**config.mk**
```make
export PLATFORM = sky130hd
export DESIGN_NAME = i2c_bit_ctrl
export DESIGN_NICKNAME = d
export VERILOG_FILES = /design/src/rtl/i2c_bit_ctrl.sv
export SDC_FILE = /design/constraint.sdc
export NUM_CORES = 1
export LEC_CHECK = 0
export CAP_MARGIN = 20
export CORE_AREA = 2 2 79 58
export CTS_CLUSTER_SIZE = 24
export DETAILED_ROUTE_END_ITERATION = 10
export DIE_AREA = 0 0 81 60
export PLACE_DENSITY = 0.54
export SYNTH_ARGS = -nofsm -noshare
export SYNTH_HDL_FRONTEND = slang
export SYNTH_SLANG_ARGS = --single-unit
```
**constraint.sdc**
```tcl
create_clock -name Clk -period 2.6 [get_ports Clk]
set_input_delay 0.26 -clock Clk [delete_from_list [all_inputs] [get_ports Clk]]
set_output_delay 0.26 -clock Clk [all_outputs]
set_load 0.03 [all_outputs]
```
**src/rtl/i2c_bit_ctrl.sv**
```systemverilog
// Bit-level I2C master sequencer: splits each bit into four timer-driven phases (A..D)
// and drives open-drain SCL/SDA enables. Define I2C_BIT_CTRL_STRETCH_EN for SCL stretching.
module i2c_bit_ctrl #(
   parameter int unsigned SIZE = 8
) (
   input  logic            Clk,
   input  logic            Rst_n,
   input  logic [SIZE-1:0] Ticks_cfg,
   input  logic [1:0]      Cmd,
   input  logic            Cmd_valid,
   output logic            Cmd_ready,
   input  logic            Tx_bit,
   output logic            Done,
   output logic            Rx_bit,
   output logic            Arb_lost,
   output logic            Busy,
   output logic            Scl_oe,
   output logic            Sda_oe,
   input  logic            Scl_i,
   input  logic            Sda_i,
   output logic [SIZE-1:0] Tmr_Ticks,
   output logic            Tmr_Start,
   output logic            Tmr_Stop,
   input  logic            Tmr_Out
);

   typedef enum logic [2:0] {StIdle, StPhA, StPhB, StPhC, StPhD, StWaitScl} state_e;

   localparam logic [1:0]      CmdStart = 2'b00;
   localparam logic [1:0]      CmdStop  = 2'b01;
   localparam logic [1:0]      CmdWrite = 2'b10;
   localparam logic [1:0]      CmdRead  = 2'b11;
   localparam logic [SIZE-1:0] MinTicks = SIZE'(2);

   state_e          state_q, state_d;
   logic [1:0]      cmd_q, cmd_d;
   logic            bit_q, bit_d;
   logic [SIZE-1:0] ticks_q, ticks_d;
   logic            scl_oe_q, scl_oe_d;
   logic            sda_oe_q, sda_oe_d;
   logic            rx_q, rx_d;
   logic            done_q, done_d;
   logic            arb_q, arb_d;
   logic            scl_s1_q, scl_s2_q;
   logic            sda_s1_q, sda_s2_q;

   // Returns {sda_oe, scl_oe} for a command/bit in phase ph (0=A .. 3=D).
   function automatic logic [1:0] phase_lines(input logic [1:0] cmd, input logic b,
                                              input logic [1:0] ph);
      logic a_or_d;
      logic [1:0] lines;
      a_or_d = (ph == 2'd0) || (ph == 2'd3);
      unique case (cmd)
         CmdStart: lines = {ph[1], ph == 2'd3};
         CmdStop:  lines = {ph != 2'd3, ph == 2'd0};
         CmdWrite: lines = {~b, a_or_d};
         default:  lines = {1'b0, a_or_d};
      endcase
      return lines;
   endfunction

   always_comb begin
      state_d  = state_q;
      cmd_d    = cmd_q;
      bit_d    = bit_q;
      ticks_d  = ticks_q;
      scl_oe_d = scl_oe_q;
      sda_oe_d = sda_oe_q;
      rx_d     = rx_q;
      done_d   = 1'b0;
      arb_d    = 1'b0;
      unique case (state_q)
         StIdle: begin
            ticks_d = Ticks_cfg;
            if (Cmd_valid) begin
               cmd_d                = Cmd;
               bit_d                = Tx_bit;
               {sda_oe_d, scl_oe_d} = phase_lines(Cmd, Tx_bit, 2'd0);
               state_d              = StPhA;
            end
         end
         StPhA: begin
            if (Tmr_Out) begin
               if (cmd_q == CmdStart && !sda_s2_q) begin
                  {sda_oe_d, scl_oe_d} = 2'b00;
                  done_d               = 1'b1;
                  arb_d                = 1'b1;
                  state_d              = StIdle;
               end else begin
                  {sda_oe_d, scl_oe_d} = phase_lines(cmd_q, bit_q, 2'd1);
                  state_d              = StPhB;
               end
            end
         end
         StPhB: begin
            if (Tmr_Out) begin
`ifdef I2C_BIT_CTRL_STRETCH_EN
               if (!scl_s2_q) begin
                  state_d = StWaitScl;
               end else begin
                  {sda_oe_d, scl_oe_d} = phase_lines(cmd_q, bit_q, 2'd2);
                  state_d              = StPhC;
               end
`else
               {sda_oe_d, scl_oe_d} = phase_lines(cmd_q, bit_q, 2'd2);
               state_d              = StPhC;
`endif
            end
         end
`ifdef I2C_BIT_CTRL_STRETCH_EN
         StWaitScl: begin
            if (scl_s2_q) begin
               {sda_oe_d, scl_oe_d} = phase_lines(cmd_q, bit_q, 2'd2);
               state_d              = StPhC;
            end
         end
`endif
         StPhC: begin
            if (Tmr_Out) begin
               rx_d = sda_s2_q;
               if (cmd_q == CmdWrite && bit_q && !sda_s2_q) begin
                  {sda_oe_d, scl_oe_d} = 2'b00;
                  done_d               = 1'b1;
                  arb_d                = 1'b1;
                  state_d              = StIdle;
               end else begin
                  {sda_oe_d, scl_oe_d} = phase_lines(cmd_q, bit_q, 2'd3);
                  state_d              = StPhD;
               end
            end
         end
         StPhD: begin
            if (Tmr_Out) begin
               done_d  = 1'b1;
               state_d = StIdle;
            end
         end
         default: state_d = StIdle;
      endcase
   end

   always_ff @(posedge Clk or negedge Rst_n) begin
      if (!Rst_n) begin
         state_q  <= StIdle;
         cmd_q    <= CmdStart;
         bit_q    <= 1'b0;
         ticks_q  <= '0;
         scl_oe_q <= 1'b0;
         sda_oe_q <= 1'b0;
         rx_q     <= 1'b0;
         done_q   <= 1'b0;
         arb_q    <= 1'b0;
         scl_s1_q <= 1'b1;
         scl_s2_q <= 1'b1;
         sda_s1_q <= 1'b1;
         sda_s2_q <= 1'b1;
      end else begin
         state_q  <= state_d;
         cmd_q    <= cmd_d;
         bit_q    <= bit_d;
         ticks_q  <= ticks_d;
         scl_oe_q <= scl_oe_d;
         sda_oe_q <= sda_oe_d;
         rx_q     <= rx_d;
         done_q   <= done_d;
         arb_q    <= arb_d;
         scl_s1_q <= Scl_i;
         scl_s2_q <= scl_s1_q;
         sda_s1_q <= Sda_i;
         sda_s2_q <= sda_s1_q;
      end
   end

`ifndef I2C_BIT_CTRL_STRETCH_EN
   // Synced SCL only matters when stretching is enabled.
   logic unused_scl_sync;
   assign unused_scl_sync = scl_s2_q;
`endif

   assign Cmd_ready = (state_q == StIdle);
   assign Busy      = (state_q != StIdle);
   assign Tmr_Start = (state_q == StIdle) || (state_q == StWaitScl);
   assign Tmr_Stop  = 1'b0;
   assign Tmr_Ticks = (ticks_q < MinTicks) ? MinTicks : ticks_q;
   assign Scl_oe    = scl_oe_q;
   assign Sda_oe    = sda_oe_q;
   assign Rx_bit    = rx_q;
   assign Done      = done_q;
   assign Arb_lost  = arb_q;

endmodule

```
* Yosys cells after proc, flatten, opt, wreduce, memory -nomap -nowiden *
Index checks and enable logic that the tools add are counted.

word-level totals
  memories kept = 0
  flip-flop bits (word level) = 21
  output and inout bits = 17
  bits of input ports = 17
  memory bits (read-only) = 0
  bits in latches = 0
  memory bits (writable) = 0
  logic and storage cells = 77

cells by class
  order comparisons = 1
  multipliers = 0
  add/sub/neg operators = 0
  shifts and indexed selects = 0
  multiplexer cells = 34
  bitwise gates (word level) = 2
  reductions and logical operators = 15
  equality and inequality tests = 14
  divide/modulo/power cells = 0

operators by type and width
  kind                number
  $mux 3              6
  $mux 1              17
  $pmux 3 s5          1
  $pmux 2 s3          2
  $ne 2x2->1 const B  5
  $reduce_and 5->1    2
  $lt 8x2->1 const B  1
  $mux 8              1
  $pmux 1 s4          2
  $pmux 2 s2          2
  $eq 3x2->1 const B  2
  $eq 3x3->1 const B  2
  $eq 2x1->1 const B  2
  $eq 2x2->1 const B  2
  $logic_not 2->1     2
  $reduce_and 2->1    2
  $reduce_bool 4->1   1
  $eq 3x1->1 const B  1
  $logic_and 1x1->1   3
  $logic_not 3->1     1
  $pmux 1 s3          1
  $reduce_bool 3->1   1
  $mux 2              1
  $not 1->1           2
  4 further kinds     4

* Logic depth before layout (Yosys ltp) *
Gate-level depths: netlist (run 1).

  depth in word-level cells = 6
  gate-level depth with buffers = 6
  gate-level depth less buffers = 6

* Worst setup path after synthesis (run 1) *
Ideal clock, no wire load.

  kind = register to register
  start point = reg cmd_q[0]
  end point = reg sda_oe_q, in the netlist Sda_oe
  buffers on the path = 0
  library setup time = 0.082 ns
  cell stages (with the launch flop) = 7
  arrival time = 1.357 ns
  setup slack = 1.161 ns
  data required time = 2.518 ns
  period minus slack after synthesis = 1.439 ns
  cells stage by stage = dfrtp_1 > inv_1 > ha_1 > nor2b_1 > a2111oi_0 > o21ai_0 > a31oi_1

on the way
  word-level cells in the longest chain between the ends = 6
  elaborated cells between the ends (all ways) = 16
  classes of those cells = 2 x eq/ne; 9 x mux; 5 x reduce/logical

ends and longest elaborated chain
  item                                                                RTL line  text
  start: declaration                                                  36        logic [1:0] cmd_q, cmd_d;
  start signal: assignment                                            145       cmd_q <= CmdStart;
  start signal: assignment                                            159       cmd_q <= cmd_d;
  parallel branches: the longest is 5 deep, another holds $pmux 2 s3  n/a
  $pmux 1 s4 (*)                                                      72        unique case (state_q)
  end signal: assignment                                              163       sda_oe_q <= sda_oe_d;
  end: declaration                                                    40        logic sda_oe_q, sda_oe_d;

Mark *: on every way between the ends. The select of a mux whose other input is x is not followed.
A chain may end at the register's enable or synchronous reset.

* Worst setup path in the final report (run 1) *
  start point = reg ticks_q[4]
  end point = out Tmr_Ticks[0]

on the way
  word-level cells in the longest chain between the ends = 2

ends and longest elaborated chain
  item                      RTL line  text
  start: declaration        38        logic [SIZE-1:0] ticks_q, ticks_d;
  start signal: assignment  161       ticks_q <= ticks_d;
  $lt 8x2->1                184       assign Tmr_Ticks = (ticks_q < MinTicks) ? MinTicks : ticks_q;
  $mux 8                    184
  end: declaration          21        output logic [SIZE-1:0] Tmr_Ticks,

Every way passes these cells.

==> results of run 1 <==
[routing by layer]
metal	share of wire [%]	wire length (um)	vias to the layer above	GRT usage, %
met5	0	0	-	0
met4	1.2	27	0	3.632
met3	5.8	128	2	2.870
met2	44	988	24	15.58
met1	48	1076	389	14.06
li1	-	-	397	-
[cell families after synthesis]
kind of cell / count (synthesis)
XOR/XNOR: 1
multiplexers: 15
buffers and inverters: 16
adder cells (fa/ha/maj): 4
AND/OR/NAND/NOR: 33
other: 1
flip-flops: 21
AO/OA/AOI/OAI: 13
[area by class of cell]
cell class,instances,area share [%]
clock buffers,4,3.030
inverters,5,1.263
multi-input cells,67,33.84
flip-flops and latches,21,35.52
well taps,55,4.630
repair buffers,33,21.72
[cell usage in the layout, fill, tap and decap left out, types with 2 or more instances in the layout]
master	n
nor3_1	3
nor2_1	9
dfstp_2	2
nand2_1	6
nand3b_1	2
o21ai_0	4
buf_4	3
clkdlybuf4s50_1	30
a31oi_1	3
dfrtp_1	19
nand2b_1	5
inv_1	5
ha_1	4
clkbuf_8	3
mux2_2	14
[power groups by stage]
| stage | clock (mW) | combinational (mW) | sequential (mW) |
|---|---|---|---|
| final | 0.207 | 1.05 | 0.621 |
| after global routing | 0.230 | 1.14 | 0.652 |
| after CTS | 0.219 | 1.06 | 0.622 |
| after detailed placement | 0 | 1.06 | 0.629 |
| after global placement | 0 | 1.05 | 0.619 |
| after floorplan | 0 | 0.741 | 0.604 |
[metrics by stage]
step           hold slack (ns)  setup WS [ns]
2_1_floorplan         -0.03559          1.161
3_3_place_gp            0.3461         0.7382
3_5_place_dp            0.3479         0.7095
4_1_cts                 0.3528         0.4199
5_1_grt                 0.3651         0.3481
6_report                0.3460         0.4276
[path summary, 6_finish.rpt]
| kind | start | slack (ns) | end |
|---|---|---|---|
| setup / recovery | ticks_q[4]$_DFFE_PN0P_ | 0.43 | Tmr_Ticks[0] |
| hold / removal | Rst_n | 0.35 | cmd_q[1]$_DFFE_PN0P_ |
| setup reg to reg | state_q[1]$_DFFE_PN0P_ | 0.94 | Scl_oe$_DFFE_PN0P_ |
| hold reg to reg | sda_s1_q$_DFF_PN1_ | 0.36 | sda_s2_q$_DFF_PN1_ |
| max in group asynchronous | Rst_n | 1.98 | sda_s2_q$_DFF_PN1_ |
| min in group Clk | sda_s1_q$_DFF_PN1_ | 0.36 | sda_s2_q$_DFF_PN1_ |
[sequential cells by signal, summed over array words and instances (netlist names)]
| name | flops |
|---|---|
| cmd_q | 2 |
| Sda_oe | 1 |
| sda_s2_q | 1 |
| bit_q | 1 |
| Arb_lost | 1 |
| Done | 1 |
| state_q | 3 |
| Scl_oe | 1 |
| sda_s1_q | 1 |
| Rx_bit | 1 |
| ticks_q | 8 |
==> implementation parameters, run 1 <==
Parameter                              Value

Synthesis
  Post-synthesis compound-gate area fraction    7.684%
  Number of enable flip-flop cells after synthesis    0
  Cell type with the highest aggregate area in the netlist    dfrtp_1
  Share of flip-flops with an asynchronous set or reset    100.0%
  Arithmetic-cell share of the synthesized area counting full adders, half adders and majority gates    4.520%
  Area share of the leading cell type in the synthesized netlist    42.94%
  Dominant combinational cell family by area after synthesis    simple AND/OR/NAND/NOR gates
  Synthesized area per cell    10.65 um2
  Number of instances in the synthesized netlist    104
  Synthesized-area fraction occupied by and/or/nand/nor cells    16.95%
  Cell types with the largest area share after synthesis    dfrtp_1 43%, mux2_2 14%, dfstp_2 4.7%
  Post-synth top cells    19 x dfrtp_1, 14 x mux2_2, 9 x nor2_1
  Synthesized Nets    125
  Warning count from the yosys run    0
  Sequential share of the synthesized area    47.68%
  XOR/XNOR Fraction of Synth Area    0.7910%
  Flop and latch count out of synthesis    21
  Commonest register cell after synthesis    dfrtp_1
  Most common cell in the synthesized netlist    dfrtp_1
  Multiplexer area fraction after synthesis    15.14%
  Distinct cell type count of the synthesized netlist    33
  Synth Cell Area    1107 um2

Worst setup path
  Worst R2R Path Depth    3
  Critical path's largest stage delay    0.58 ns
  Data arrival time of the critical path    1.91 ns
  CP Cell Sequence    nor4_1 > nand2_1 > o21a_1 > clkdlybuf4s50_1
  Cell count along the critical path    4
  Required @ worst endpoint    2.34 ns
  Number of buffer and inverter instances along the worst setup path    1
  Slowest CP cell    clkdlybuf4s50_1
  Kind of end point of the critical path    primary output
  Crit Path Class    reg2out
  Crit path max-delay family    buffers and inverters
  Largest driver fanout on the critical path    3
  Crit path launch type    flip-flop

Floorplanning
  Core area    4154 um2
  Die X-Extent    81 um
  Total I/O pin count    34
  Area of the die    4860 um2
  Initial cell density of the core    26.66%
  Floorplan die height    60 um
  Std cell rows    20

GRT
  Number of global-route vias before repair    788
  First-pass GRT wire length    3.712 mm
  Tot GR Track Use    10.26%
  Pin count of the biggest net entering global routing    22
  Congestion Overflow GR    0
  Antenna violations before repair    0

Cells and area
  Area taken by flip-flops and latches    528.0 um2
  Fill cell total of the finished layout    430
  Share of layout cells above drive strength 1    18.46%
  Net count, final    152
  Multi-input logic area    503.0 um2
  Diode count    0
  Final std cells w/o fill    185
  Layout Area Growth over Synthesis    34.24%
  Non-Filler Cell Area, Final    1486 um2
  Finished Core Util    35.78%

Clock tree
  Clock-pin slew of the registers on the worst-case setup and hold paths    0.07 ns
  Post-CTS Setup Inserts    0
  Maximum level of the CTS H-tree    1
  Number of sinks handled by clock tree synthesis    21
  Count of hold-fix buffers inserted at cts    0
  Insertion delay to the later sink of the worst-skew pair    0.25 ns
  Buffer depth of the longest clock path    2
  CTS buffer count    3
  Clock tree from TritonCTS    yes
  Clock root cell    clkbuf_8
  Post-cts resize count    0

Placed design
  Post-DP HPWL    1.736 mm
  Routability-driven placement congestion ratio    0.8207
  Buffers on Ports    31
  Cell Area, Placed    1441 um2
  Number of placed cells counting well taps    181

Timing
  Final cycle utilization of the critical path    83.55%
  Total negative setup slack    0 ns
  Maximum frequency from static timing analysis    0.4603 GHz
  Max Transition Viols Final    0
  Final Hold Viols    0
  Min Tclk post-route    2.172 ns
  Unrepaired setup endpoints after global routing    no
  Fin Clk Skew    0.003261 ns
  Finish-stage setup viols    0

Worst hold path
  Hold Crit Class    in2async

Drt
  Wirelength, routed    2.221 mm
  Routed wirelength normalized by instance count    12.01 um
  Vias    812
  DRC violation count after routing    0
  Antenna Violating Nets Remaining    0
  First-pass detailed-route iteration total    4
  Via/cell ratio    4.389
  DRC violation total after the first TritonRoute iteration    81

Power and ir drop
  Seq pwr share    33.1%
  Areal power density over the cells    1261 nW/um2
  P_leak    0.6272 nW
  Switching fraction of total power    42.28%
  Post-layout total power    1.875 mW
  Net switching power figure    0.7928 mW
  Peak supply drop    0.4294 mV
  Combinational Power Share    55.9%
  Internal power component    1.082 mW
  Clock share of power    11.0%

Job
  Max Cap Viol    0

Status
  Outcome    complete, no violations
Note: power is estimated with default switching activity, not from simulation.
==> run 2: changes to the inputs <==
==> constraint.sdc (replaced) <==
create_clock -name Clk -period 2.1 [get_ports Clk]
set_input_delay 0.21 -clock Clk [delete_from_list [all_inputs] [get_ports Clk]]
set_output_delay 0.21 -clock Clk [all_outputs]
set_load 0.03 [all_outputs]
==> run 2 against run 1 <==
Sequential power up 16%. Routed wire length up 0.95%. Via count down 1.4%. Die area unchanged. Sequential cell count unchanged. Cell count up 1.1%. Sequential share of layout area down 0.30 points. Critical path depth down 1. First-iteration DRC count down 16%. Highest routed layer unchanged. Register-to-register slack worse by 0.46 ns. Clock-buffer cell count unchanged.
==> implementation parameters, run 2 (same netlist as run 1, synthesis figures left out) <==
Parameter                              Value

Worst setup path
  Crit Path Class    reg2out
  Setup crit start    state_q[2]$_DFFE_PN0P_
  Data arrival time of the critical path    1.75 ns
  Required @ worst endpoint    1.89 ns
  Worst R2R Path Depth    4
  Worst setup path end    Tmr_Start
  Worst r2r src    state_q[2]$_DFFE_PN0P_
  Crit path launch type    flip-flop
  Largest driver fanout on the critical path    12
  Kind of end point of the critical path    primary output
  Flop-to-flop setup slack    0.48 ns
  Reg-to-reg endpoint    cmd_q[0]$_DFFE_PN0P_

Drt
  Detailed-routed wire length on met2    1.016 mm
  First-pass detailed-route iteration total    4
  Topmost layer with routed signal wires    met4
  Met3 Wirelength    103 um
  Vias    801
  Wirelength, routed    2.242 mm
  Via/cell ratio    4.283
  DRC violation total after the first TritonRoute iteration    68
  Routed wirelength normalized by instance count    11.99 um
  DRC violation count after routing    0
  WL met1    1.095 mm
  Antenna Violating Nets Remaining    0

Power and ir drop
  Internal power component    1.350 mW
  P_leak    0.6399 nW
  Seq pwr share    30.8%
  Peak supply drop    0.5851 mV
  Combinational Power Share    58.3%
  Areal power density over the cells    1559 nW/um2
  Net switching power figure    0.9869 mW
  Switching fraction of total power    42.24%
  Clock share of power    10.8%

Clock tree
  Buffer depth of the longest clock path    2
  CTS buffer count    3
  Maximum level of the CTS H-tree    1
  Clock root cell    clkbuf_8
  Insertion delay to the later sink of the worst-skew pair    0.25 ns
  Clock-pin slew of the registers on the worst-case setup and hold paths    0.07 ns
  Clock tree from TritonCTS    yes
  Post-CTS Setup Inserts    0
  Number of sinks handled by clock tree synthesis    21

Cells and area
  Most frequent cells in the layout    28 x clkdlybuf4s50_1, 19 x dfrtp_1, 14 x mux2_2
  Layout Area Growth over Synthesis    35.37%
  Finished Core Util    36.08%
  Biggest registers after layout    ticks_q: 8 flops, state_q: 3 flops, cmd_q: 2 flops
  Multi-input logic area    503.0 um2
  Number of flip-flops in the largest register    8
  Diode count    0
  Fill cell total of the finished layout    425
  Share of layout cells above drive strength 1    19.70%
  Register with the most flip-flops    ticks_q
  Most common cell after layout, fill and taps aside    clkdlybuf4s50_1
  Area taken by flip-flops and latches    528.0 um2
  Net count, final    154

Timing
  Hold slack    0.2898 ns
  Finish-stage setup viols    0
  Unrepaired setup endpoints after global routing    no
  Fin Clk Skew    0.007939 ns
  Max Transition Viols Final    0
  Maximum frequency from static timing analysis    0.5107 GHz
  Final cycle utilization of the critical path    93.24%
  Total negative setup slack    0 ns
  Final Hold Viols    0
  Min Tclk post-route    1.958 ns

Worst hold path
  Hold Crit Class    in2async

GRT
  Number of global-route vias before repair    799
  First-pass GRT wire length    3.746 mm
  Antenna violations before repair    0
  Pin count of the biggest net entering global routing    22
  Tot GR Track Use    10.31%
  Congestion Overflow GR    0

Floorplanning
  Die X-Extent    81 um
  Std cell rows    20
  Core area    4154 um2
  Area of the die    4860 um2
  Floorplan die height    60 um
  Initial cell density of the core    26.66%
  Total I/O pin count    34

Status
  Outcome    complete, no violations

Placed design
  Post-DP HPWL    1.790 mm
  Routability-driven placement congestion ratio    0.8454
  Buffers on Ports    31

Job
  Max Cap Viol    0
## run 2: changes by cell type in the layout (fill, tap and decap cells not counted), sizes merged
cell	change
dlygate4sd2	+2
buf	+2
clkdlybuf4s50	-2
## run 2: stage by stage
step           worst slack (ns)  total power, mW  area, um2  instances
3_3_place_gp             0.2904            2.095       1456        183
6_report                 0.1419            2.336       1499        187
4_1_cts                  0.1242            2.374       1499        187
3_5_place_dp             0.2295            2.125       1456        183
2_1_floorplan            0.6608            1.665       1107        104
5_1_grt                 0.04585            2.515       1499        187
## run 2: area by class of cell
class,count,area share [%]
Clock buffer,4,3.005
Inverter,5,1.252
Multi-Input combinational cell,67,33.56
Sequential cell,21,35.23
Tap cell,55,4.591
Timing Repair Buffer,35,22.37
## run 2: worst max-delay path: stages (launching register included)
cell	delay (ns)
dfrtp_1	0.52
xor2_1	0.20
nor2_1	0.10
clkdlybuf4s50_1	0.67
## run 2: worst min path at each step
stage / endpoint / cells past startpoint / startpoint
3_5_place_dp: sda_s2_q$_DFF_PN1_ / 0 / sda_s1_q$_DFF_PN1_
2_1_floorplan: Arb_lost$_DFF_PN0_ / 0 / Rst_n
6_report: Arb_lost$_DFF_PN0_ / 2 / Rst_n
4_1_cts: Arb_lost$_DFF_PN0_ / 2 / Rst_n
3_3_place_gp: sda_s2_q$_DFF_PN1_ / 0 / sda_s1_q$_DFF_PN1_
5_1_grt: Arb_lost$_DFF_PN0_ / 2 / Rst_n
## run 2: layer usage
| layer | global-route usage [%] | vias to the layer above |
|---|---|---|
| li1 | - | 403 |
| met4 | 3.632 | 0 |
| met3 | 2.870 | 2 |
| met1 | 13.72 | 378 |
| met2 | 16.17 | 18 |
| met5 | 0 | - |
## run 2: power groups by stage
stage	Combinational (mW)	Sequential (mW)	Clock (mW)
4_1_cts	1.38	0.724	0.271
6_report	1.36	0.720	0.253
5_1_grt	1.48	0.750	0.288
2_1_floorplan	0.918	0.747	0
3_3_place_gp	1.38	0.717	0
3_5_place_dp	1.39	0.732	0
## run 2: timing repair
item / in CTS / in global routing
hold buffers: 0 / 0
setup endpoints to repair: 2 / 0
gates resized for setup: 2 / 0
